--- config.mk ---
export PLATFORM = sky130hd
export DESIGN_NAME = shift_arbiter
export DESIGN_NICKNAME = d
export VERILOG_FILES = /design/src/rtl/shift_pkg.sv /design/src/rtl/SHIFTX32.sv /design/src/rtl/shift_arbiter.sv
export SDC_FILE = /design/constraint.sdc
export NUM_CORES = 1
export LEC_CHECK = 0
export ABC_AREA = 1
export CORE_MARGIN = 2
export CORE_UTILIZATION = 45
export DETAILED_ROUTE_END_ITERATION = 12
export PLACE_DENSITY = 0.76
export SLEW_MARGIN = 20
export SYNTH_ARGS = -nofsm -noshare
export SYNTH_HDL_FRONTEND = slang
export SYNTH_SLANG_ARGS = --single-unit
--- constraint.sdc ---
create_clock -name Clk -period 2.9 [get_ports Clk]
set_input_delay 0.435 -clock Clk [delete_from_list [all_inputs] [get_ports Clk]]
set_output_delay 0.435 -clock Clk [all_outputs]
set_load 0.05 [all_outputs]
--- src/rtl/shift_pkg.sv ---
// -----------------------------------------------------------------------------
// shift_pkg
// Shared definitions for the shared barrel shifter and its arbiter.
//   SHIFT_W  : data width of the shifter (32)
//   SA_W     : shift amount width (5)
//   src_t    : requester / source identifier, also used by the writeback mux
//              SRC_ALU = ALU execute path, SRC_MEM = load/store alignment path
// -----------------------------------------------------------------------------
package shift_pkg;

    localparam int SHIFT_W = 32;
    localparam int SA_W    = 5;

    typedef enum logic {
        SRC_ALU = 1'b0,
        SRC_MEM = 1'b1
    } src_t;

    // The requester that did not win last time; used to break ties.
    function automatic src_t other_src(input src_t s);
        return (s == SRC_ALU) ? SRC_MEM : SRC_ALU;
    endfunction

endpackage

--- src/rtl/SHIFTX32.sv ---
// -----------------------------------------------------------------------------
// SHIFTX32
// Purely combinational 32-bit barrel shifter.
//   X        in  32  operand
//   Sa       in  5   shift amount 0..31 (0 passes X through)
//   IsArith  in  1   arithmetic right select (ignored for left shifts)
//   IsRight  in  1   1 = right, 0 = left
//   Y        out 32  shifted result
// -----------------------------------------------------------------------------
module SHIFTX32
    import shift_pkg::*;
(
    input  logic [SHIFT_W-1:0] X,
    input  logic [SA_W-1:0]    Sa,
    input  logic               IsArith,
    input  logic               IsRight,
    output logic [SHIFT_W-1:0] Y
);

    logic [SHIFT_W-1:0] y_s;

    // Select shift flavour from direction and arithmetic flag.
    always_comb begin
        y_s = X;
        case ({IsRight, IsArith})
            2'b00:   y_s = X << Sa;
            2'b01:   y_s = X << Sa;
            2'b10:   y_s = X >> Sa;
            2'b11:   y_s = SHIFT_W'($signed(X) >>> Sa);
            default: y_s = X;
        endcase
    end

    assign Y = y_s;

endmodule

--- src/rtl/shift_arbiter.sv ---
// -----------------------------------------------------------------------------
// shift_arbiter
// Shares one SHIFTX32 between the ALU path (requester 0) and the load/store
// alignment path (requester 1). A two-state round-robin arbiter grants at most
// one request per cycle into a single registered result slot.
//   Clk                       in  1   rising-edge clock
//   ResetN                    in  1   asynchronous active-low reset
//   InValid                   in  2   per-requester valid
//   InReady                   out 2   per-requester ready (combinational, one-hot or zero)
//   InX0/InX1                 in  32  operands
//   InSa0/InSa1               in  5   shift amounts
//   InIsArith0/InIsArith1     in  1   arithmetic-right select
//   InIsRight0/InIsRight1     in  1   direction (1 = right)
//   OutValid                  out 1   result slot holds an unconsumed result
//   OutReady                  in  1   consumer accepts the result
//   OutY                      out 32  shifted result
//   OutSrc                    out 1   requester that produced OutY
//   Busy                      out 1   OutValid or any InValid
// -----------------------------------------------------------------------------
module shift_arbiter
    import shift_pkg::*;
(
    input  logic               Clk,
    input  logic               ResetN,
    input  logic [1:0]         InValid,
    output logic [1:0]         InReady,
    input  logic [SHIFT_W-1:0] InX0,
    input  logic [SHIFT_W-1:0] InX1,
    input  logic [SA_W-1:0]    InSa0,
    input  logic [SA_W-1:0]    InSa1,
    input  logic               InIsArith0,
    input  logic               InIsArith1,
    input  logic               InIsRight0,
    input  logic               InIsRight1,
    output logic               OutValid,
    input  logic               OutReady,
    output logic [SHIFT_W-1:0] OutY,
    output logic               OutSrc,
    output logic               Busy
);

    logic               out_valid_r;
    logic [SHIFT_W-1:0] out_y_r;
    src_t               out_src_r;
    src_t               last_grant_r;

    logic               slot_free_s;
    logic [1:0]         ready_s;
    logic               accept_s;
    src_t               sel_s;

    logic [SHIFT_W-1:0] mux_x_s;
    logic [SA_W-1:0]    mux_sa_s;
    logic               mux_arith_s;
    logic               mux_right_s;
    logic [SHIFT_W-1:0] shift_y_s;

    // A slot refills in the same cycle it drains.
    assign slot_free_s = ~out_valid_r | OutReady;

    // Grant decision: depends only on handshake state, never on operand data.
    // ResetN gates the grant so nothing is accepted while reset is asserted.
    always_comb begin
        ready_s = 2'b00;
        sel_s   = SRC_ALU;
        if (ResetN && slot_free_s) begin
            case (InValid)
                2'b01: begin
                    ready_s = 2'b01;
                    sel_s   = SRC_ALU;
                end
                2'b10: begin
                    ready_s = 2'b10;
                    sel_s   = SRC_MEM;
                end
                2'b11: begin
                    sel_s   = other_src(last_grant_r);
                    ready_s = (sel_s == SRC_MEM) ? 2'b10 : 2'b01;
                end
                default: begin
                    ready_s = 2'b00;
                    sel_s   = SRC_ALU;
                end
            endcase
        end else begin
            ready_s = 2'b00;
            sel_s   = SRC_ALU;
        end
    end

    assign accept_s = |ready_s;

    // Route the granted requester's operands into the shared shifter.
    always_comb begin
        mux_x_s     = InX0;
        mux_sa_s    = InSa0;
        mux_arith_s = InIsArith0;
        mux_right_s = InIsRight0;
        if (sel_s == SRC_MEM) begin
            mux_x_s     = InX1;
            mux_sa_s    = InSa1;
            mux_arith_s = InIsArith1;
            mux_right_s = InIsRight1;
        end else begin
            mux_x_s     = InX0;
            mux_sa_s    = InSa0;
            mux_arith_s = InIsArith0;
            mux_right_s = InIsRight0;
        end
    end

    SHIFTX32 u_shifter (
        .X       (mux_x_s),
        .Sa      (mux_sa_s),
        .IsArith (mux_arith_s),
        .IsRight (mux_right_s),
        .Y       (shift_y_s)
    );

    // Result slot and round-robin pointer; LastGrant resets to MEM so ALU wins the first tie.
    always_ff @(posedge Clk or negedge ResetN) begin
        if (!ResetN) begin
            out_valid_r  <= 1'b0;
            out_y_r      <= 32'h0000_0000;
            out_src_r    <= SRC_ALU;
            last_grant_r <= SRC_MEM;
        end else if (accept_s) begin
            out_valid_r  <= 1'b1;
            out_y_r      <= shift_y_s;
            out_src_r    <= sel_s;
            last_grant_r <= sel_s;
        end else if (OutReady) begin
            out_valid_r  <= 1'b0;
        end
    end

    assign InReady  = ready_s;
    assign OutValid = out_valid_r;
    assign OutY     = out_y_r;
    assign OutSrc   = out_src_r;
    assign Busy     = out_valid_r | (|InValid);

endmodule

==> results.tsv <==
metric	value	unit
Initial Utilization	46.5	%
Seq/Total Area, Yosys	14.8	%
Max Used Layer	met4	
Inst Count DP	1481	
antenna violations before repair	0	
clock-pin transition on the worst setup and hold timing paths	0.06	ns
pre-CTS setup slack	-0.169	ns
worst setup path class	input pin to register	
CP arrival	2.97	ns
Root Buffer	clkbuf_16	
Tcrit/Tclk final	94.7	%
Final setup viols	0	
Slew @ Worst Pin	0.544	ns
number of H-tree levels	2	
Final WS setup	0.155	ns
gr ovfl total	0	
Final nets	1403	
Setup crit end kind	register	
TritonCTS clock tree	done	
Finished Core Util	65.2	%
max_slew headroom	63.6	%
via count	8435	
Clock Tree Buf Depth	2	
row cnt	41	
Num CTS Buffers	5	
Core ar.	0.0127	sq mm
RR Startpoint	last_grant_r	
YS warnings	0	
syn nets	1221	
Min Clock Period, post-route	2.75	ns
Layout area overhead	40.2	%
DR iter-0 viols	1072	
Yosys reg bits	35	
Post-DRT Antenna Nets	0	
number of global-route vias before repair	8024	
All-Layer GR Usage	36.8	%
total die area	0.0141	sq mm
VDD IR max	0.405	mV
Final Hold Violating Endpoints	0	
Slew Viols, Final	0	
CP Launch Type	input pin	
non-filler cells, final	1493	
Mean Syn Cell Area	5.20	sq um
Pwr per Cell Area	492	mW/mm^2
critical path data required time	3.12	ns
DIE WIDTH	119	um
Clock Latency Late Sink	0.28	ns
layout cell share with drive strength beyond 1	14.4	%
DR WL met2	11600	um
Routed WL per cell	17.1	um
dpl hpwl	20800	um
maxcap violations	0	
status	completed	
DR WL met3	1990	um
GPL Wtd Cong	1.04	
drt drc	0	
pin count of the biggest net entering global routing	51	
clock sinks	35	
Post-Syn Area	0.00591	sq mm
LEAKAGE	4.35	nW
wirelength, routed	25600	um
FMAX	364	MHz
I/O pins	120	
Metal-1 WL	10600	um
Ant. Diodes	0	
Unique masters post-synth	30	
Critical Path Start	InValid[1]	
DRT Pass-1 Iters	7	
DR vias/cell	5.65	
clk_skew	0.00338	ns
PortBufs	119	
Hold Crit Class	input pin to asynchronous set/reset pin	
Synth Instances	1138	
crit-path max FO	9	
first-pass GRT wire length	41600	um
die height	119	um
[final timing paths]
path | endpoint | slack (ns) | depth (start not counted)
worst max-delay path | OutY[14] | 0.15 | 16
worst min-delay path | OutValid | 0.37 | 3
worst max register to register | OutY[8] | 0.35 | 16
worst min register to register | last_grant_r | 0.48 | 2
max in group asynchronous | last_grant_r | 2.18 | 3
min in group Clk | last_grant_r | 0.48 | 2
[per-stage QoR]
stage | area (sq um) | TNS, ns | power, mW | hold WS (ns)
final | 8290 | 0 | 4.08 | 0.367
after global routing | 8290 | -0.0116 | 4.33 | 0.413
after CTS | 8240 | 0 | 4.02 | 0.400
after detailed placement | 8080 | -0.870 | 3.38 | 0.466
after global placement | 8080 | -0.500 | 3.38 | 0.457
after floorplan | 5910 | 0 | 2.34 | 0.139
[cells in the mapped netlist (all sizes together)]
| cell | count | area share (%) |
|---|---|---|
| a21oi | 28 | 2.4 |
| a21boi | 2 | 0.25 |
| nor3 | 1 | 0.085 |
| nand3 | 329 | 28 |
| o21ai | 33 | 3.4 |
| dfrtp | 34 | 14 |
| dfstp | 1 | 0.44 |
| nand2 | 468 | 30 |
| clkinv | 2 | 0.13 |
| buf | 51 | 5.4 |
| inv | 71 | 4.5 |
| clkbuf | 18 | 1.1 |
| nor2 | 50 | 3.9 |
| o211ai | 7 | 0.89 |
| nand4 | 16 | 1.7 |
| o21bai | 4 | 0.51 |
| or2 | 23 | 2.4 |
[state kept, by name (all words and copies together) (netlist names)]
signal        flops
OutY             32
last_grant_r      1
OutValid          1
OutSrc            1
[area by class of cell]
cell class,count,area [sq um]
clock buffers,5,125
clock inverters,3,43.8
fillers,1278,4430
inverters,73,274
multi-input cells,961,4390
flip-flops and latches,35,877
well taps,172,215
repair buffers,244,2370
[kinds of logic after synthesis]
group	Yosys count	share of synthesized area (%)
AOI/OAI and AO/OA	74	7.45
and+or+nand+nor	887	66.6
buffers and inverters	142	11.2
DFF	35	14.8
[routing by layer]
layer / up-vias / track usage [%]
li1: 4106 / -
met1: 3777 / 46.7
met2: 452 / 61.1
met3: 100 / 5.65
met4: 0 / 17.0
met5: - / 0
[layout by cell type (no fill, tap or decap), drive strengths merged, types with 5 or more instances in the layout]
master,netlist,final
a21oi,28,28
buf,51,128
clkbuf,18,5
clkdlybuf4s50,0,116
dfrtp,34,34
inv,71,71
nand2,468,468
nand3,329,329
nand4,16,16
nor2,50,50
o211ai,7,7
o21ai,33,33
or2,23,23
[critical path, stage by stage]
cell             delay [ns]
clkdlybuf4s50_1        0.53
nand2_4                0.08
buf_12                 0.13
nor2_8                 0.16
buf_4                  0.21
nand2_1                0.08
nand2_2                0.12
inv_1                  0.08
nand2_1                0.11
nand4_1                0.22
buf_4                  0.20
nor2_1                 0.13
nor2_1                 0.06
a21oi_1                0.16
o211ai_1               0.16
nand2_1                0.09
[report_power, final]
part	switching (mW)	internal (mW)
sequential	0.0676	0.607
clock	0.229	0.406
combinational	1.75	1.02
[timing repair]
action / 4_1_cts / 5_1_grt
hold buffers: 0 / 0
setup endpoints to repair: 0 / 6
gates resized for setup: 0 / 1
buffers inserted: 0 / 4
Note: power is estimated with default switching activity, not from simulation.
